===== config.mk =====
export PLATFORM = sky130hd
export DESIGN_NAME = vec_serializer
export DESIGN_NICKNAME = d
export VERILOG_FILES = /design/src/rtl/vec_pkg.sv /design/src/rtl/vec_serializer.sv
export SDC_FILE = /design/constraint.sdc
export NUM_CORES = 1
export LEC_CHECK = 0
export BUFFER_PORTS_ARGS = -buffer_cell sky130_fd_sc_hd__buf_4
export CAP_MARGIN = 10
export CORE_AREA = 5 5 42 44
export CTS_BUF_LIST = sky130_fd_sc_hd__clkbuf_8
export DETAILED_ROUTE_END_ITERATION = 6
export DIE_AREA = 0 0 47 49
export GPL_TIMING_DRIVEN = 0
export SLEW_MARGIN = 10
export SYNTH_ARGS = -nofsm -noshare
export SYNTH_HDL_FRONTEND = slang
export SYNTH_SLANG_ARGS = --single-unit

===== constraint.sdc =====
create_clock -name clk -period 4.4 [get_ports clk]
set_clock_uncertainty 0.15 [all_clocks]
set_input_delay 0.44 -clock clk [delete_from_list [all_inputs] [get_ports clk]]
set_output_delay 0.44 -clock clk [all_outputs]
set_load 0.005 [all_outputs]

===== src/rtl/vec_pkg.sv =====
// Shared types and helpers for the vector serializer.
package vec_pkg;

  // IDLE: no word held. SHIFT: a word is held and its bits are being offered.
  typedef enum logic {
    IDLE  = 1'b0,
    SHIFT = 1'b1
  } vser_state_t;

  // Bit-counter width for a w-bit word: enough to index beats 0..w-1, never 0.
  function automatic int cnt_w(input int w);
    return (w <= 2) ? 1 : $clog2(w);
  endfunction

endpackage


===== src/rtl/vec_serializer.sv =====
// Parallel-in / serial-out vector block.
// A word is captured on the in_valid/in_ready handshake and held on outv.
// The same bits are streamed one per beat on ser_valid/ser_ready, MSB-first
// or LSB-first. A new word may be taken on the final beat of the current one,
// which gives gap-free back-to-back streaming.
module vec_serializer
  import vec_pkg::*;
#(
  parameter int WIDTH     = 3,
  parameter int LSB_FIRST = 0
) (
  input  logic             clk,
  input  logic             resetn,
  input  logic             in_valid,
  output logic             in_ready,
  input  logic [WIDTH-1:0] vec,
  output logic [WIDTH-1:0] outv,
  output logic             ser_valid,
  input  logic             ser_ready,
  output logic             ser_bit,
  output logic             ser_last,
  output logic             busy
);

  localparam int              CW       = cnt_w(WIDTH);
  localparam logic [CW-1:0]   LAST_CNT = CW'(WIDTH - 1);

  vser_state_t      state_q, state_d;
  logic [CW-1:0]    cnt_q, cnt_d;
  logic [WIDTH-1:0] outv_q, outv_d;
  logic             ser_valid_q, ser_valid_d;
  logic             ser_bit_q, ser_bit_d;
  logic             ser_last_q, ser_last_d;

  logic             accept;
  logic             beat;
  logic             final_beat;
  logic [CW-1:0]    cnt_inc;

  // Bit offered on beat k of a word, honouring the configured bit order.
  function automatic logic pick_bit(input logic [WIDTH-1:0] word,
                                    input logic [CW-1:0]    k);
    logic [WIDTH-1:0] sh;
    if (LSB_FIRST != 0) begin
      sh = word >> k;
      return sh[0];
    end else begin
      sh = word << k;
      return sh[WIDTH-1];
    end
  endfunction

  // Ready to take a word when empty, or when the last bit leaves this cycle.
  always_comb begin
    in_ready = 1'b0;
    if (resetn) begin
      if (state_q == IDLE) begin
        in_ready = 1'b1;
      end else begin
        in_ready = ser_valid_q & ser_ready & ser_last_q;
      end
    end
  end

  assign accept     = in_valid & in_ready;
  assign beat       = ser_valid_q & ser_ready;
  assign final_beat = beat & ser_last_q;
  assign cnt_inc    = cnt_q + CW'(1);

  // Next-state: load on accept, advance on a non-final beat, drain on final.
  always_comb begin
    state_d     = state_q;
    cnt_d       = cnt_q;
    outv_d      = outv_q;
    ser_valid_d = ser_valid_q;
    ser_bit_d   = ser_bit_q;
    ser_last_d  = ser_last_q;

    if (accept) begin
      // covers both the IDLE load and the no-bubble reload on a final beat
      state_d     = SHIFT;
      cnt_d       = '0;
      outv_d      = vec;
      ser_valid_d = 1'b1;
      ser_bit_d   = pick_bit(vec, '0);
      ser_last_d  = (LAST_CNT == '0);
    end else if (final_beat) begin
      state_d     = IDLE;
      cnt_d       = '0;
      ser_valid_d = 1'b0;
      ser_bit_d   = 1'b0;
      ser_last_d  = 1'b0;
    end else if (beat) begin
      // a non-final beat implies cnt_q < LAST_CNT, so the increment never wraps
      cnt_d       = cnt_inc;
      ser_bit_d   = pick_bit(outv_q, cnt_inc);
      ser_last_d  = (cnt_inc == LAST_CNT);
    end
  end

  // State, counter, held word and serial outputs; reset discards any partial word.
  always_ff @(posedge clk or negedge resetn) begin
    if (!resetn) begin
      state_q     <= IDLE;
      cnt_q       <= '0;
      outv_q      <= '0;
      ser_valid_q <= 1'b0;
      ser_bit_q   <= 1'b0;
      ser_last_q  <= 1'b0;
    end else begin
      state_q     <= state_d;
      cnt_q       <= cnt_d;
      outv_q      <= outv_d;
      ser_valid_q <= ser_valid_d;
      ser_bit_q   <= ser_bit_d;
      ser_last_q  <= ser_last_d;
    end
  end

  assign outv      = outv_q;
  assign ser_valid = ser_valid_q;
  assign ser_bit   = ser_bit_q;
  assign ser_last  = ser_last_q;
  assign busy      = (state_q == SHIFT);

endmodule


-- Word level (Yosys, flattened, before mapping)
Index checks and enable logic that the tools add are counted.
- input port bits: 7
- output and inout bits: 8
- flip-flop bits (word level): 8
- reduce and logical (&&, ||, !) cells: 2
- multiplexer cells: 13
- add/sub/neg operators: 1
- bitwise gates (word level): 3
- shift operators: 1
- equality and inequality tests: 1
- operators by type and width (cell ; number):
    1-bit two-way mux ; 10
    2-bit two-way mux ; 3
    1-bit AND ; 3
    3-bit nonzero test ; 1
    3-bit by 2-bit << shifter with 3-bit output ; 1
    2-bit by 1-bit adder with 2-bit output, second input constant ; 1
    2-bit == test, second input constant ; 1
    2-bit nonzero test ; 1

-- Depth between registers and ports, before layout
- depth after elaboration: 6
- gate-level depth with buffers: 6
- mapped depth without buffers: 6

-- Worst setup path after synthesis
OpenSTA, ideal clock, no wires.
- path kind: reg-to-reg
- start: register ser_last_q (netlist: ser_last)
- end: register outv_q[0] (netlist: outv[0])
- stages on the path, launching flop included: 5
- period minus slack after synthesis: 1.424 ns
- arrival time: 1.149 ns
- setup slack: 2.976 ns
- library setup time: 0.125 ns
- path buffers: 1
- data required time: 4.125 ns
- cell sequence: dfrtp_1 -> a21bo_1 -> nor2b_4 -> buf_6 -> mux2_4
- cells in the longest elaborated chain, start to end: 4
- ends and longest elaborated chain (what ; line ; RTL):
    from (decl) ; vec_serializer.sv:33 ; logic ser_last_q, ser_last_d;
    from (signal assigned) ; vec_serializer.sv:116 ; ser_last_q <= ser_last_d;
    1-bit AND ; vec_serializer.sv:60 ; in_ready = ser_valid_q & ser_ready & ser_last_q;
    1-bit two-way mux ; vec_serializer.sv:57 ; if (state_q == IDLE) begin
    1-bit two-way mux ; vec_serializer.sv:56 ; if (resetn) begin
    1-bit AND ; vec_serializer.sv:65 ; assign accept = in_valid & in_ready;
    to (signal assigned) ; vec_serializer.sv:113 ; outv_q <= outv_d;
    to (decl) ; vec_serializer.sv:30 ; logic [WIDTH-1:0] outv_q, outv_d;
No other way between the ends.
A chain may end at the register's enable or synchronous reset.

-- Worst setup path after layout
- start: input port resetn
- end: output port in_ready
- cells in the longest elaborated chain, start to end: 1
- ends and longest elaborated chain (what ; line ; RTL):
    from (decl) ; vec_serializer.sv:13 ; input logic resetn,
    1-bit two-way mux ; vec_serializer.sv:56 ;
    to (decl) ; vec_serializer.sv:15 ; output logic in_ready,
No other way between the ends.

==> impl_metrics.csv <==
group,metric,value,unit
setup_path,path_max_fanout,10,
placement,hpwl,613,um
floorplan,start_util,0.290,
route,drt_iter0_markers,6,
logic_synthesis,synthAdderAreaFrac,0.0308,
logic_synthesis,synth_most_common_cell,"nand2_1",
logic_synthesis,netlist_instances,39,
power,peakVddDrop,0.249,mV
logic_synthesis,yosysTopAreaCell,"dfrtp_1",
sta,hold_violations,0,
logic_synthesis,ys.flop_type,"dfrtp_1",
route,avgRoutedWirePerCell,10.7,um
setup_path,reg2reg_from,"cnt_q[0]$_DFFE_PN0P_",
route,detail_route.first_pass.iterations,4,
clock_network,cts-root-buf,"clkbuf_8",
floorplan,fp.dieH,49,um
clock_network,tritoncts,"yes",
sta,min_period,2.05,ns
placement,port_buffers,14,
logic_synthesis,synthSimpleGateAreaFrac,0.185,
logic_synthesis,yosysWarningCount,0,
setup_path,arrival,1.46,ns
route,routed-via-count,340,
route,wl_met3,41,um
route,highest_layer,"met4",
logic_synthesis,yosys.area.top_type_share,0.492,
sta,tightest_slew,0.213,ns
global_routing,grt_max_degree,11,
global_routing,grt_pass1_wl,1410,um
setup_path,cp-start-kind,"primary input",
floorplan,die_w,47,um
global_routing,grt_pass1_vias,347,
sta,relSlewSlack,0.858,
power,p_leak,0.295,nW
placement,place_congestion,0.690,
logic_synthesis,synthMuxAreaShare,0.123,
clock_network,clk_path_buf_depth,2,
clock_network,cts.sink_count,8,
route,met1_length,324,um
global_routing,antenna_found_initial,0,
setup_path,critPathKind,"in -> out",
sta,finalSetupViolations,0,
power,p_per_area,686,nW/um^2
floorplan,core,1400,sq um
logic_synthesis,async_reset_ff_frac,1.00,
sta,rsz0062_at_grt,"false",
run_status,status,"finished, final reports clean",
floorplan,fp-row-count,14,
logic_synthesis,synth_edf_count,0,
worst_hold_path,hold_class,"in -> reg",
route,wirelength,780,um
sta,drv_slew,0,
logic_synthesis,synth_top_family_by_area,"simple AND/OR/NAND/NOR gates",
worst_hold_path,min_from,"vec[2]",
logic_synthesis,syn-num-nets,47,
setup_path,startpoint,"resetn",
logic_synthesis,synth_compound_area_frac,0.105,
clock_network,clk_latency,0.22,ns
placement,place_area,532,sq um
logic_synthesis,synth_area,407,sq um
clock_network,cts_made_buffers,3,
sta,finalSetupTns,0,ns
logic_synthesis,synth.area.top_cells,"dfrtp_1 (49%), nand2_1 (9.2%), mux2_4 (7.4%)",
route,drc_errors,0,
clock_network,post_cts_buffers,0,
clock_network,clkTransAtPathRegs,0.04,ns
sta,max_freq,0.489,GHz
clock_network,ctsResizeCount,0,
layout,area_delta_synth_final,43.4,%
setup_path,end_kind,"output pin",
layout,num-nets-final,67,
clock_network,cts_hold_buf,1,
logic_synthesis,syn_avg_cell_area,10.4,sq um
logic_synthesis,ys_types,17,
route,viasPerCell,4.66,
logic_synthesis,synth_seq_cells,8,
sta,timing.final.crit_share,0.465,
floorplan,dieArea,2300,sq um
route,ant_nets,0,
global_routing,grt_util_all_layers,0.0823,
setup_path,critical_path_required,3.81,ns
logic_synthesis,ys_top_cells_by_count,"nand2_1 (10), dfrtp_1 (8), nor2_1 (3)",
logic_synthesis,synth_seq_area_share,0.492,
layout,design_area,583,sq um
clock_network,htreeDepth,1,
floorplan,ios,15,
layout,layout-drive-gt1-share,0.421,
layout,n_antenna_cell,0,
route,wl_met2,407,um
logic_synthesis,synth_xor_area_frac,0,
job,maxCapViolations,0,
global_routing,overflow,0,
## per-layer routing
| metal | track usage | vias up |
|---|---|---|
| met3 | 0.0295 | 2 |
| li1 | - | 165 |
| met2 | 0.133 | 12 |
| met4 | 0.0415 | 0 |
| met1 | 0.0901 | 161 |
| met5 | 0 | - |
## report_power, final
part / switching, mW / internal (mW) / total (mW)
clock: 0.0261 / 0.0590 / 0.0852
sequential: 0.0293 / 0.108 / 0.137
combinational: 0.0670 / 0.110 / 0.177
## worst max-delay path: stages
cell	delay (ns)
dlygate4sd3_1	0.53
buf_4	0.18
and2_2	0.17
buf_4	0.13
## metrics by stage
step | cells | worst slack, ns | utilization | power (mW) | hold WS [ns]
after global placement | 69 | 2.76 | 0.379 | 0.317 | 0.121
after floorplan | 39 | 2.98 | - | 0.244 | -0.00559
after global routing | 73 | 2.33 | 0.416 | 0.436 | 0.300
final | 73 | 2.35 | 0.416 | 0.400 | 0.296
after CTS | 73 | 2.35 | 0.416 | 0.407 | 0.297
after detailed placement | 69 | 2.76 | 0.379 | 0.318 | 0.123
## cell families (layout without fill, tap and decap cells)
kind of cell | count (synthesis) | after routing
simple gates | 16 | 16
flops | 8 | 8
compound gates | 6 | 6
mux | 4 | 4
buf+inv | 4 | 22
fa+ha+maj | 1 | 1
## sequential cells by signal, indices dropped and copies added (netlist names)
register   flops
ser_last       1
ser_bit        1
ser_valid      1
outv           3
cnt_q          2
## cell type report
type / instances / area, sq um
fill: 152 / 818
sequential: 8 / 200
multi-input combinational: 27 / 180
timing repair buffer: 15 / 115
clock buffer: 3 / 41.3
tap: 16 / 20.0
buffer: 2 / 18.8
inverter: 2 / 7.51
## worst paths after layout
path                                   endpoint  slack, ns  cells past startpoint
max                                    in_ready       2.35                      4
max reg2reg                 ser_bit$_DFFE_PN0P_       2.93                      5
min in group asynchronous  ser_last$_DFFE_PN0P_       0.43                      2
min reg2reg                 outv[1]$_DFFE_PN0P_       0.39                      1
min                         outv[2]$_DFFE_PN0P_       0.30                      3
max in group asynchronous  cnt_q[0]$_DFFE_PN0P_       3.54                      2
## layout by cell type (no fill, tap or decap), types with 2 or more instances in the layout
master    synthesis  final
mux2i_1           2      2
nor2_1            3      3
mux2_4            2      2
nand2_1          10     10
clkbuf_8          0      3
buf_4             1     15
a21oi_1           2      2
dfrtp_1           8      8
inv_1             2      2
(Power assumes the default switching activity.)
